`src/rtl/counter4_ctrl_if.sv`:
```
// Control/status bundle between the register block (master) and the
// 4-bit run controller (slave).
interface counter4_ctrl_if;
  // Controls are plain levels sampled on every rising clk edge; there is no
  // valid/ready pairing. start/stop act in the cycle they are seen high,
  // pause freezes the run for as long as it is high, mode/load_val/term_val
  // only matter in the cycle start is accepted. All status outputs are
  // registered and valid after each edge.
  logic       start;
  logic       stop;
  logic       pause;
  logic       mode;
  logic [3:0] load_val;
  logic [3:0] term_val;
  logic [3:0] count;
  logic       busy;
  logic       done;
  logic [3:0] reload_cnt;
  logic [1:0] dbg_state;

  modport master (
    output start, stop, pause, mode, load_val, term_val,
    input  count, busy, done, reload_cnt, dbg_state
  );

  modport slave (
    input  start, stop, pause, mode, load_val, term_val,
    output count, busy, done, reload_cnt, dbg_state
  );
endinterface

```
`src/rtl/counter4_ctrl.sv`:
```
// Run controller for a 4-bit up counter: prescaled stepping, programmable
// terminal value, one-shot or auto-reload, with busy/done/reload status.
module counter4_ctrl #(
  parameter int PRESCALE = 4,
  parameter int PW       = (PRESCALE > 1) ? $clog2(PRESCALE) : 1
) (
  input  logic               clk,
  input  logic               Reset,
  counter4_ctrl_if.slave     bus
);

  typedef enum logic [1:0] {
    S_IDLE  = 2'd0,
    S_RUN   = 2'd1,
    S_PAUSE = 2'd2
  } state_t;

  state_t          r_state;
  logic [3:0]      r_count;
  logic [PW-1:0]   r_presc;
  logic [3:0]      r_load_q;
  logic [3:0]      r_term_q;
  logic            r_mode_q;
  logic [3:0]      r_reload_cnt;
  logic            r_done;

  state_t          w_state_nxt;
  logic [3:0]      w_count_nxt;
  logic [PW-1:0]   w_presc_nxt;
  logic [3:0]      w_load_nxt;
  logic [3:0]      w_term_nxt;
  logic            w_mode_nxt;
  logic [3:0]      w_reload_nxt;
  logic            w_done_nxt;
  logic            w_restart;
  logic            w_tick;
  logic            w_terminal;

  assign w_tick     = (r_state == S_RUN) && (r_presc == PW'(PRESCALE - 1));
  assign w_terminal = w_tick && (r_count == r_term_q);

  always_comb begin
    w_state_nxt  = r_state;
    w_count_nxt  = r_count;
    w_presc_nxt  = r_presc;
    w_load_nxt   = r_load_q;
    w_term_nxt   = r_term_q;
    w_mode_nxt   = r_mode_q;
    w_reload_nxt = r_reload_cnt;
    w_done_nxt   = 1'b0;
    w_restart    = 1'b0;

    case (r_state)
      S_IDLE: begin
        if (bus.start) w_restart = 1'b1;
      end
      S_RUN: begin
        if (bus.stop) begin
          w_state_nxt = S_IDLE;
        end else if (bus.start) begin
          w_restart = 1'b1;
        end else begin
          if (w_tick) begin
            w_presc_nxt = '0;
            if (w_terminal) begin
              w_done_nxt = 1'b1;
              if (r_mode_q) begin
                w_count_nxt = r_load_q;
                if (r_reload_cnt != 4'd15) w_reload_nxt = r_reload_cnt + 4'd1;
              end else begin
                w_state_nxt = S_IDLE;
              end
            end else begin
              w_count_nxt = r_count + 4'd1;
            end
          end else begin
            w_presc_nxt = r_presc + PW'(1);
          end
          // A one-shot run that finishes this cycle ends in IDLE even if pause is up.
          if (bus.pause && !(w_terminal && !r_mode_q)) w_state_nxt = S_PAUSE;
        end
      end
      S_PAUSE: begin
        if (bus.stop) begin
          w_state_nxt = S_IDLE;
        end else if (bus.start) begin
          w_restart = 1'b1;
        end else if (!bus.pause) begin
          w_state_nxt = S_RUN;
        end
      end
      default: begin
        w_state_nxt = S_IDLE;
      end
    endcase

    if (w_restart) begin
      w_state_nxt  = S_RUN;
      w_count_nxt  = bus.load_val;
      w_load_nxt   = bus.load_val;
      w_term_nxt   = bus.term_val;
      w_mode_nxt   = bus.mode;
      w_presc_nxt  = '0;
      w_reload_nxt = 4'd0;
      w_done_nxt   = 1'b0;
    end
  end

  always_ff @(posedge clk or posedge Reset) begin
    if (Reset) begin
      r_state <= S_IDLE;
    end else begin
      r_state <= w_state_nxt;
    end
  end

  always_ff @(posedge clk or posedge Reset) begin
    if (Reset) begin
      r_count      <= 4'd0;
      r_presc      <= '0;
      r_load_q     <= 4'd0;
      r_term_q     <= 4'd0;
      r_mode_q     <= 1'b0;
      r_reload_cnt <= 4'd0;
      r_done       <= 1'b0;
    end else begin
      r_count      <= w_count_nxt;
      r_presc      <= w_presc_nxt;
      r_load_q     <= w_load_nxt;
      r_term_q     <= w_term_nxt;
      r_mode_q     <= w_mode_nxt;
      r_reload_cnt <= w_reload_nxt;
      r_done       <= w_done_nxt;
    end
  end

  assign bus.count      = r_count;
  assign bus.busy       = (r_state == S_RUN) || (r_state == S_PAUSE);
  assign bus.done       = r_done;
  assign bus.reload_cnt = r_reload_cnt;
  assign bus.dbg_state  = r_state;

endmodule

```
`src/flat_wrapper.sv`:
```
// flat-port wrapper written by rule: the top's interface ports become plain ports
module counter4_ctrl_flat 
#(
  parameter int PRESCALE = 4,
  parameter int PW       = (PRESCALE > 1) ? $clog2(PRESCALE) : 1
)
  (clk, Reset, bus_start, bus_stop, bus_pause, bus_mode, bus_load_val, bus_term_val, bus_count, bus_busy, bus_done, bus_reload_cnt, bus_dbg_state);
  counter4_ctrl_if bus_i ();
  input  logic clk;
  input  logic Reset;
  input wire logic [$bits(bus_i.start)-1:0] bus_start;
  input wire logic [$bits(bus_i.stop)-1:0] bus_stop;
  input wire logic [$bits(bus_i.pause)-1:0] bus_pause;
  input wire logic [$bits(bus_i.mode)-1:0] bus_mode;
  input wire logic [$bits(bus_i.load_val)-1:0] bus_load_val;
  input wire logic [$bits(bus_i.term_val)-1:0] bus_term_val;
  output wire logic [$bits(bus_i.count)-1:0] bus_count;
  output wire logic [$bits(bus_i.busy)-1:0] bus_busy;
  output wire logic [$bits(bus_i.done)-1:0] bus_done;
  output wire logic [$bits(bus_i.reload_cnt)-1:0] bus_reload_cnt;
  output wire logic [$bits(bus_i.dbg_state)-1:0] bus_dbg_state;
  assign bus_i.start = bus_start;
  assign bus_i.stop = bus_stop;
  assign bus_i.pause = bus_pause;
  assign bus_i.mode = bus_mode;
  assign bus_i.load_val = bus_load_val;
  assign bus_i.term_val = bus_term_val;
  assign bus_count = bus_i.count;
  assign bus_busy = bus_i.busy;
  assign bus_done = bus_i.done;
  assign bus_reload_cnt = bus_i.reload_cnt;
  assign bus_dbg_state = bus_i.dbg_state;
  counter4_ctrl #(.PRESCALE(PRESCALE), .PW(PW)) u_core (.clk(clk), .Reset(Reset), .bus(bus_i));
endmodule
```
`config.mk`:
```
export PLATFORM = sky130hd
export DESIGN_NAME = counter4_ctrl_flat
export DESIGN_NICKNAME = d
export VERILOG_FILES = /design/src/rtl/counter4_ctrl_if.sv /design/src/rtl/counter4_ctrl.sv /design/src/flat_wrapper.sv
export SDC_FILE = /design/constraint.sdc
export NUM_CORES = 1
export LEC_CHECK = 0
export CAP_MARGIN = 20
export CELL_PAD_IN_SITES_DETAIL_PLACEMENT = 1
export CELL_PAD_IN_SITES_GLOBAL_PLACEMENT = 1
export CORE_AREA = 3 3 69 71
export DETAILED_ROUTE_END_ITERATION = 12
export DIE_AREA = 0 0 72 74
export GPL_TIMING_DRIVEN = 0
export PLACE_DENSITY = 0.77
export SKIP_CTS_REPAIR_TIMING = 1
export SLEW_MARGIN = 25
export SYNTH_ARGS = -nofsm -noshare
export SYNTH_HDL_FRONTEND = slang
export SYNTH_SLANG_ARGS = --single-unit
```
`constraint.sdc`:
```
create_clock -name clk -period 2.35 [get_ports clk]
set_clock_uncertainty 0.15 [all_clocks]
set_input_delay 0.235 -clock clk [delete_from_list [all_inputs] [get_ports clk]]
set_output_delay 0.235 -clock clk [all_outputs]
set_load 0.05 [all_outputs]
```
# Word-level counts from Yosys, hierarchy flattened
# Index checks and enable logic that the tools add are counted.
# totals
reg_bits	22
inputBits	14
output_inout_bits	12
elab_cells	84
# op_classes
n_addsub	3
eq_ne	15
mux	40
n_reduce_logical	18
# ops
op	n
4-bit two-way mux	15
2-bit two-way mux	15
7-bit AND reduction	2
4-bit by 3-bit != test with 1-bit output (second input constant)	3
5-bit by 3-bit != test with 1-bit output (second input constant)	2
2-bit nonzero test	5
4-bit by 1-bit adder with 4-bit output (second input constant)	2
1-bit two-way mux	8
2-bit by 1-bit != test with 1-bit output (second input constant)	3
2-bit case mux with 3 select lines	1
5-bit != test (second input constant)	1
5-bit AND reduction	1
2-bit equality test (second input constant)	2
4-bit equality test	1
1-bit logical AND	4
4-bit != test (second input constant)	1
3-bit by 1-bit != test with 1-bit output (second input constant)	1
3-bit AND reduction	1
2-bit by 1-bit adder with 2-bit output (second input constant)	1
2-bit by 1-bit equality test with 1-bit output (second input constant)	1
1-bit zero test	2
2-bit zero test	1
1-bit case mux with 2 select lines	1
2-bit OR reduction	1
1-bit logical OR	1

# Depth between registers and ports, before layout
# Gate-level depths: netlist of run 1.
# depth
word_depth	11
depth_mapped	8
mapped_depth_nobuf	7

# Least setup slack after synthesis of run 1
# Ideal clock, no wire load.
# synth_timing
path_type	register to register
from	register u_core.r_state[1] (netlist: u_core.bus.dbg_state[1])
to	register u_core.r_count[2] (netlist: u_core.bus.count[2])
setup_time_ps	130
arrival_time_ps	2388
t_required_ps	2070
path_slack_ps	-318
path_stages_with_launch	9
path_buffers	1
synth_period_minus_slack_ps	2668
path_cell_list	dfrtp_1 > inv_1 > ha_1 > nor2b_1 > o21ba_2 > buf_2 > nor3_1 > a221oi_1 > o22ai_1
# synth_between
elab_chain_len	9
word_cells_on_any_way	19
cone_classes	5 x eq/ne; 7 x mux; 7 x reduce/logical
# synth_rtl
element	line	rtl
from (decl)	counter4_ctrl.sv:18	state_t r_state;
from (signal assigned)	counter4_ctrl.sv:113	r_state <= w_state_nxt;
2-bit by 1-bit equality test with 1-bit output	counter4_ctrl.sv:39, counter4_ctrl.sv:53	
1-bit logical AND	counter4_ctrl.sv:39	assign w_tick = (r_state == S_RUN) && (r_presc == PW'(PRESCALE - 1));
1-bit logical AND	counter4_ctrl.sv:40	assign w_terminal = w_tick && (r_count == r_term_q);
4-bit two-way mux	counter4_ctrl.sv:65	if (w_terminal) begin
4-bit two-way mux	counter4_ctrl.sv:63	if (w_tick) begin
4-bit two-way mux	counter4_ctrl.sv:60	end else if (bus.start) begin
4-bit two-way mux	counter4_ctrl.sv:58	if (bus.stop) begin
4-bit two-way mux	counter4_ctrl.sv:53	case (r_state)
4-bit two-way mux	counter4_ctrl.sv:97	if (w_restart) begin
to (signal assigned)	counter4_ctrl.sv:127	r_count <= w_count_nxt;
to (decl)	counter4_ctrl.sv:19	logic [3:0] r_count;
# Parallel ways exist; a longest one is shown, timed or not. The select of a mux whose other input is x is not followed.
# A chain may end at the register's enable or synchronous reset.

# Worst setup path in the final report of run 1
# layout_timing
from	register u_core.r_state[0] (netlist: u_core.bus.dbg_state[0])
to	output bus_busy
# layout_between
elab_chain_len	2
word_cells_on_any_way	3
cone_classes	2 x eq/ne; 1 x reduce/logical
# layout_rtl
element	line	rtl
2-bit by 1-bit equality test with 1-bit output / 2-bit equality test (equally long branches)	counter4_ctrl.sv:138	assign bus.busy = (r_state == S_RUN) || (r_state == S_PAUSE);
1-bit logical OR (*)	counter4_ctrl.sv:138	
to (decl)	flat_wrapper.sv:18	output wire logic [$bits(bus_i.busy)-1:0] bus_busy;
# Every way passes the cells marked *; elsewhere a longest branch is shown, timed or not.

==> results of run 1 <==
path summary, 6_finish.rpt:
path / from / to / slack (ns) / cells after the start
max: u_core.bus.dbg_state[0]$_DFFE_PP0P_ / bus_busy / 0.07 / 3
min: bus_start / u_core.bus.count[0]$_DFFE_PP0P_ / 0.21 / 4
max reg2reg: u_core.bus.dbg_state[1]$_DFFE_PP0P_ / u_core.bus.dbg_state[0]$_DFFE_PP0P_ / 0.16 / 7
min reg2reg: u_core.r_load_q[2]$_DFFE_PP0P_ / u_core.r_load_q[2]$_DFFE_PP0P_ / 0.34 / 2
max in group asynchronous: Reset / u_core.bus.dbg_state[1]$_DFFE_PP0P_ / 1.15 / 2
min in group asynchronous: Reset / u_core.bus.reload_cnt[1]$_DFFE_PP0P_ / 0.31 / 2
metrics by stage:
stage               area, µm²  setup TNS (ns)  util [%]  instances
floorplan                1490               0         -        160
global placement         1800               0      41.8        236
detailed placement       1800        -0.00908      41.8        236
CTS                      1840         -0.0740      42.9        240
global route             1860        -0.00114      43.3        240
finish                   1860               0      43.3        240
power groups by stage:
stage                     registers, mW  logic, mW  clock network, mW
after floorplan                   0.807      0.724                  0
after global placement            0.676       1.13                  0
after detailed placement          0.687       1.19                  0
after CTS                         0.678       1.20              0.258
after global routing              0.699       1.34              0.274
final                             0.680       1.23              0.246
sequential cells by signal (all words and copies together), names as in the netlist:
register               count
u_core.r_presc             2
u_core.r_load_q            4
u_core.bus.count           4
u_core.bus.dbg_state       2
u_core.bus.reload_cnt      4
u_core.bus.done            1
u_core.r_term_q            4
u_core.r_mode_q            1
routing by layer:
metal,up-vias,global-route usage [%],share of wire (%),wire (µm)
met4,0,11.3,2.4,95
met5,-,0,0,0
met1,621,18.7,43,1730
li1,612,-,-,-
met3,6,1.76,3.1,125
met2,29,29.2,52,2080
logic make-up (layout without fill, tap and decap cells):
kind of cell,after synthesis,in the layout,synth area share [%]
AND/OR/NAND/NOR,72,72,25.7
multiplexers,4,4,3.05
buffers and inverters,18,46,5.77
adder cells (fa/ha/maj),7,7,5.94
flip-flops,22,22,37.3
XOR/XNOR,5,5,5.00
AO/OA/AOI/OAI,32,32,17.2
worst reg2reg max path, stage by stage, from the launching register on:
cell       delay, ns
dfrtp_2         0.43
inv_1           0.15
ha_4            0.25
nor2b_1         0.16
o21ba_2         0.24
clkbuf_4        0.20
a2111oi_2       0.32
o21ai_0         0.15
cells in the final DEF, fill, tap and decap left out, types with 3 or more instances in the layout:
master,n
a21oi_1,4
clkbuf_8,3
clkdlybuf4s50_1,24
dfrtp_1,20
ha_1,5
inv_1,11
mux2i_1,3
nand2_1,33
nand3_1,3
nor2_1,11
nor2b_1,3
nor3_1,4
o21ai_0,6
xnor2_2,4
cell type report:
| cell class | count | area share, % |
|---|---|---|
| plain buffers | 6 | 2.36 |
| well taps | 52 | 3.50 |
| repair buffers | 25 | 13.3 |
| multi-input cells | 120 | 46.4 |
| inverters | 11 | 2.22 |
| clock buffers | 4 | 2.42 |
| flip-flops and latches | 22 | 29.7 |
==> flow_summary.yaml, run 1 <==
power:
  seqPwrFrac_pct: 31.6
  peakVddDrop_mv: 0.511
  p_sw_share_pct: 46.9
  power_leakage_nw: 0.786
  internal_power_mw: 1.15
  p_comb_share_pct: 57.0
  power_mw: 2.16
  powerDensity_mw_per_mm2: 1160
  p_sw_mw: 1.01
  clkPwrFrac_pct: 11.4
sta:
  hold_viol_final: 0
  period_minus_slack_ns: 2.28
  timing.final.max_slew_violations: 0
  slew_headroom_pct: 41.2
  period_share_pct: 97.2
  fmax_mhz: 438
  setup_slack_ns: 0.0664
  worst_pin_slew_ns: 0.880
  finalSetupViolCount: 0
  holdWs_ns: 0.207
logic_synthesis:
  ys_async_sr_fraction_pct: 100
  synth_ff_type: "dfrtp_1"
  syn-mean-instance-area_um2: 9.22
  ys_ff_latch: 22
  yosysMostFrequentCell: "nand2_1"
  syn_inst: 160
  synth_common_cells: "nand2_1 (33), dfrtp_1 (22), nor2_1 (12)"
  synth.distinct_cells: 52
  seq_area_frac_synth_pct: 37.3
  post-synth-top-area-fraction_pct: 37.3
  syn_area_mm2: 0.00148
  synth.area.top_cells: "dfrtp_1 (37%), nand2_1 (8.4%), ha_1 (5.9%)"
  yosys.area.top_type: "dfrtp_1"
  yosys_warnings: 0
  syn_nets: 181
  synth-edff-count: 0
setup_path:
  required_ns: 1.97
  worstPathCellList: "inv_1 -> ha_4 -> clkdlybuf4s50_1"
  max_stage_delay_ns: 0.80
  crit_type: "reg2out"
  critPathBufInv: 2
  cp.arrival_ns: 1.90
  cpMaxStageDelayCell: "clkdlybuf4s50_1"
  end_kind: "primary output"
  crit_path_start_kind: "flip-flop"
  cp_max_fo: 5
  crit_family: "buffers and inverters"
cells_and_area:
  num_antenna_cells: 0
  fillCellCount: 498
  nets: 210
  syn2layout_area_growth_pct: 26.0
  drive_gt1_share_pct: 17.0
  multi_input_area_um2: 863
  seqCellArea_um2: 553
floorplanning:
  io_pins: 26
  die_area_mm2: 0.00533
  die_height_um: 74
  start_util_pct: 34.4
  design.core.area_mm2: 0.00429
  die_w_um: 72
  num_rows: 24
detailed_routing:
  drt_first_iter_violations: 20
  post-route-drc-count: 0
  via_count: 1268
  routed_via_density: 5.28
  drt_wl_total_um: 4030
  first_pass_iters: 4
  wl_per_cell_um: 16.8
  drtAntennaViolNets: 0
cts:
  cts_tree: "done"
  clk_latency_ns: 0.27
  clk_pin_slew_worst_paths_ns: 0.08
  numCtsBuffers: 3
  root_buffer: "clkbuf_8"
  htree_levels: 1
  clockBufferDepth: 2
  clock-sinks: 22
run:
  max_cap_viol_count: 0
place:
  dp_hpwl_um: 3050
  numPortBuffers: 24
  gpl.final_weighted_congestion: 0.831
  pre_cts_ws_ns: -0.00908
min_path:
  hp-class: "in2reg"
grt:
  grt_max_degree: 23
  grt_pass1_wl_um: 6670
  grt_overflow: 0
  track_usage_pct: 16.5
  grt_pass1_vias: 1402
  antenna_found_initial: 0
outcome:
  status: "finished clean"
Note: power is estimated with default switching activity, not from simulation.
==> run 2: changes to the inputs <==
PLACE_DENSITY = 0.74   (was 0.77)
==> run 2 against run 1 <==
Die area is the same. Final cell count is 0.42% lower. Design area up 0.67%. First-iteration DRC count is 75% higher. Sequential cell count unchanged. Clock power up 46%. Utilization grew 0.29 points. Fmax grew 1.2%. Register-to-register slack got worse by 0.03 ns. Worst hold slack better by 0.0072 ns. Routed wire length rose by 0.50%. Sequential share of layout area down 0.20 points. Highest routed layer unchanged.
==> flow_summary.yaml, run 2 (synthesis results as in run 1) <==
outcome:
  status: "finished clean"
setup_path:
  crit_family: "buffers and inverters"
  cp_max_fo: 5
  required_ns: 1.97
  cp.arrival_ns: 1.87
  crit_start: "u_core.bus.dbg_state[1]$_DFFE_PP0P_"
  crit_path_start_kind: "flip-flop"
  r2r_start: "u_core.bus.dbg_state[1]$_DFFE_PP0P_"
  end_kind: "primary output"
  cp.depth: 3
  max_stage_delay_ns: 0.80
  endpoint: "bus_busy"
  r2r_setup_slack_ns: 0.13
  critPathBufInv: 2
  reg2regPathDepth: 6
  r2r-end: "u_core.bus.count[1]$_DFFE_PP0P_"
  cpMaxStageDelayCell: "clkdlybuf4s50_1"
  crit_type: "reg2out"
  worstPathCellList: "inv_1 -> ha_4 -> clkdlybuf4s50_1"
power:
  clkPwrFrac_pct: 16.0
  p_sw_mw: 1.00
  p_sw_share_pct: 44.7
  seqPwrFrac_pct: 30.3
  powerDensity_mw_per_mm2: 1200
  p_comb_share_pct: 53.6
  internal_power_mw: 1.24
  power_mw: 2.24
  power_leakage_nw: 0.799
  peakVddDrop_mv: 0.429
floorplanning:
  start_util_pct: 34.4
  io_pins: 26
  die_w_um: 72
  num_rows: 24
  die_height_um: 74
  design.core.area_mm2: 0.00429
  die_area_mm2: 0.00533
cts:
  root_buffer: "clkbuf_8"
  cts_tree: "done"
  htree_levels: 1
  numCtsBuffers: 3
  clock-sinks: 22
  clockBufferDepth: 2
  clk_pin_slew_worst_paths_ns: 0.08
  clk_latency_ns: 0.27
cells_and_area:
  seqCellArea_um2: 553
  postLayoutCellArea_mm2: 0.00187
  syn2layout_area_growth_pct: 26.9
  num_antenna_cells: 0
  fin_cells: 239
  drive_gt1_share_pct: 16.6
  nets: 209
  layout_commonest_cell: "nand2_1"
  fillCellCount: 509
  multi_input_area_um2: 856
  final_cell_mix: "nand2_1 (33), clkdlybuf4s50_1 (24), dfrtp_1 (20), nor2_1 (12), inv_1 (11)"
  utilization_pct: 43.6
sta:
  finalSetupViolCount: 0
  setup_slack_ns: 0.0943
  rsz0062_at_grt: "false"
  holdWs_ns: 0.214
  tns_ns: 0
  fmax_mhz: 443
  timing.final.max_slew_violations: 0
  slew_headroom_pct: 41.7
  period_share_pct: 96.0
  hold_viol_final: 0
  worst_pin_slew_ns: 0.874
  period_minus_slack_ns: 2.26
grt:
  grt_overflow: 0
  grt_pass1_vias: 1390
  grt_max_degree: 23
  antenna_found_initial: 0
  track_usage_pct: 16.4
  grt_pass1_wl_um: 6810
detailed_routing:
  via_count: 1265
  wl_per_cell_um: 16.9
  drt_first_iter_violations: 35
  post-route-drc-count: 0
  drt_wl_total_um: 4050
  first_pass_iters: 4
  routed_via_density: 5.29
  drtAntennaViolNets: 0
place:
  gpl.final_weighted_congestion: 0.806
  dp_hpwl_um: 3110
  numPortBuffers: 24
  pre_cts_ws_ns: 0.0265
  postPlaceCellArea_mm2: 0.00180
  placed_cells_incl_taps: 236
min_path:
  hold_depth: 4
  hp-class: "in2reg"
run:
  max_cap_viol_count: 0
run 2: routing by layer:
layer / share of wire (%) / GRT usage (%) / wire length (µm) / vias to the layer above
li1: - / - / - / 614
met1: 43 / 20.7 / 1760 / 626
met2: 53 / 29.4 / 2130 / 21
met3: 3.2 / 3.11 / 128 / 4
met4: 0.72 / 3.76 / 29 / 0
met5: 0 / 0 / 0 / -
run 2: worst min-delay path: cells and delay by family:
| kind | cells | cell delay [ns] |
|---|---|---|
| AND/OR/NAND/NOR | 2 | 0.17 |
| buffers and inverters | 1 | 0.11 |
| AO/OA/AOI/OAI | 1 | 0.08 |
run 2: power by group through the flow:
stage | Clock, mW | Combinational, mW | Sequential, mW
2_1_floorplan | 0 | 0.724 | 0.807
3_3_place_gp | 0 | 1.13 | 0.674
3_5_place_dp | 0 | 1.19 | 0.687
4_1_cts | 0.370 | 1.19 | 0.681
5_1_grt | 0.382 | 1.31 | 0.705
6_report | 0.359 | 1.20 | 0.679
run 2: worst min path at each step:
stage	startpoint	end	slack [ns]
6_report	bus_start	u_core.bus.count[0]$_DFFE_PP0P_	0.21
5_1_grt	bus_start	u_core.bus.count[0]$_DFFE_PP0P_	0.25
4_1_cts	bus_start	u_core.bus.done$_DFF_PP0_	0.19
3_5_place_dp	u_core.r_load_q[2]$_DFFE_PP0P_	u_core.r_load_q[2]$_DFFE_PP0P_	0.32
3_3_place_gp	u_core.r_load_q[2]$_DFFE_PP0P_	u_core.r_load_q[2]$_DFFE_PP0P_	0.31
2_1_floorplan	Reset	u_core.bus.count[0]$_DFFE_PP0P_	0.07
run 2: layout make-up:
class                           instances  share of cell area [%]
Multi-Input combinational cell        120                    45.7
Sequential cell                        22                    29.5
Timing Repair Buffer                   25                    13.2
Tap cell                               52                    3.48
Clock buffer                            3                    2.21
Inverter                               11                    2.21
Buffer                                  5                    2.01
Clock inverter                          1                    1.60
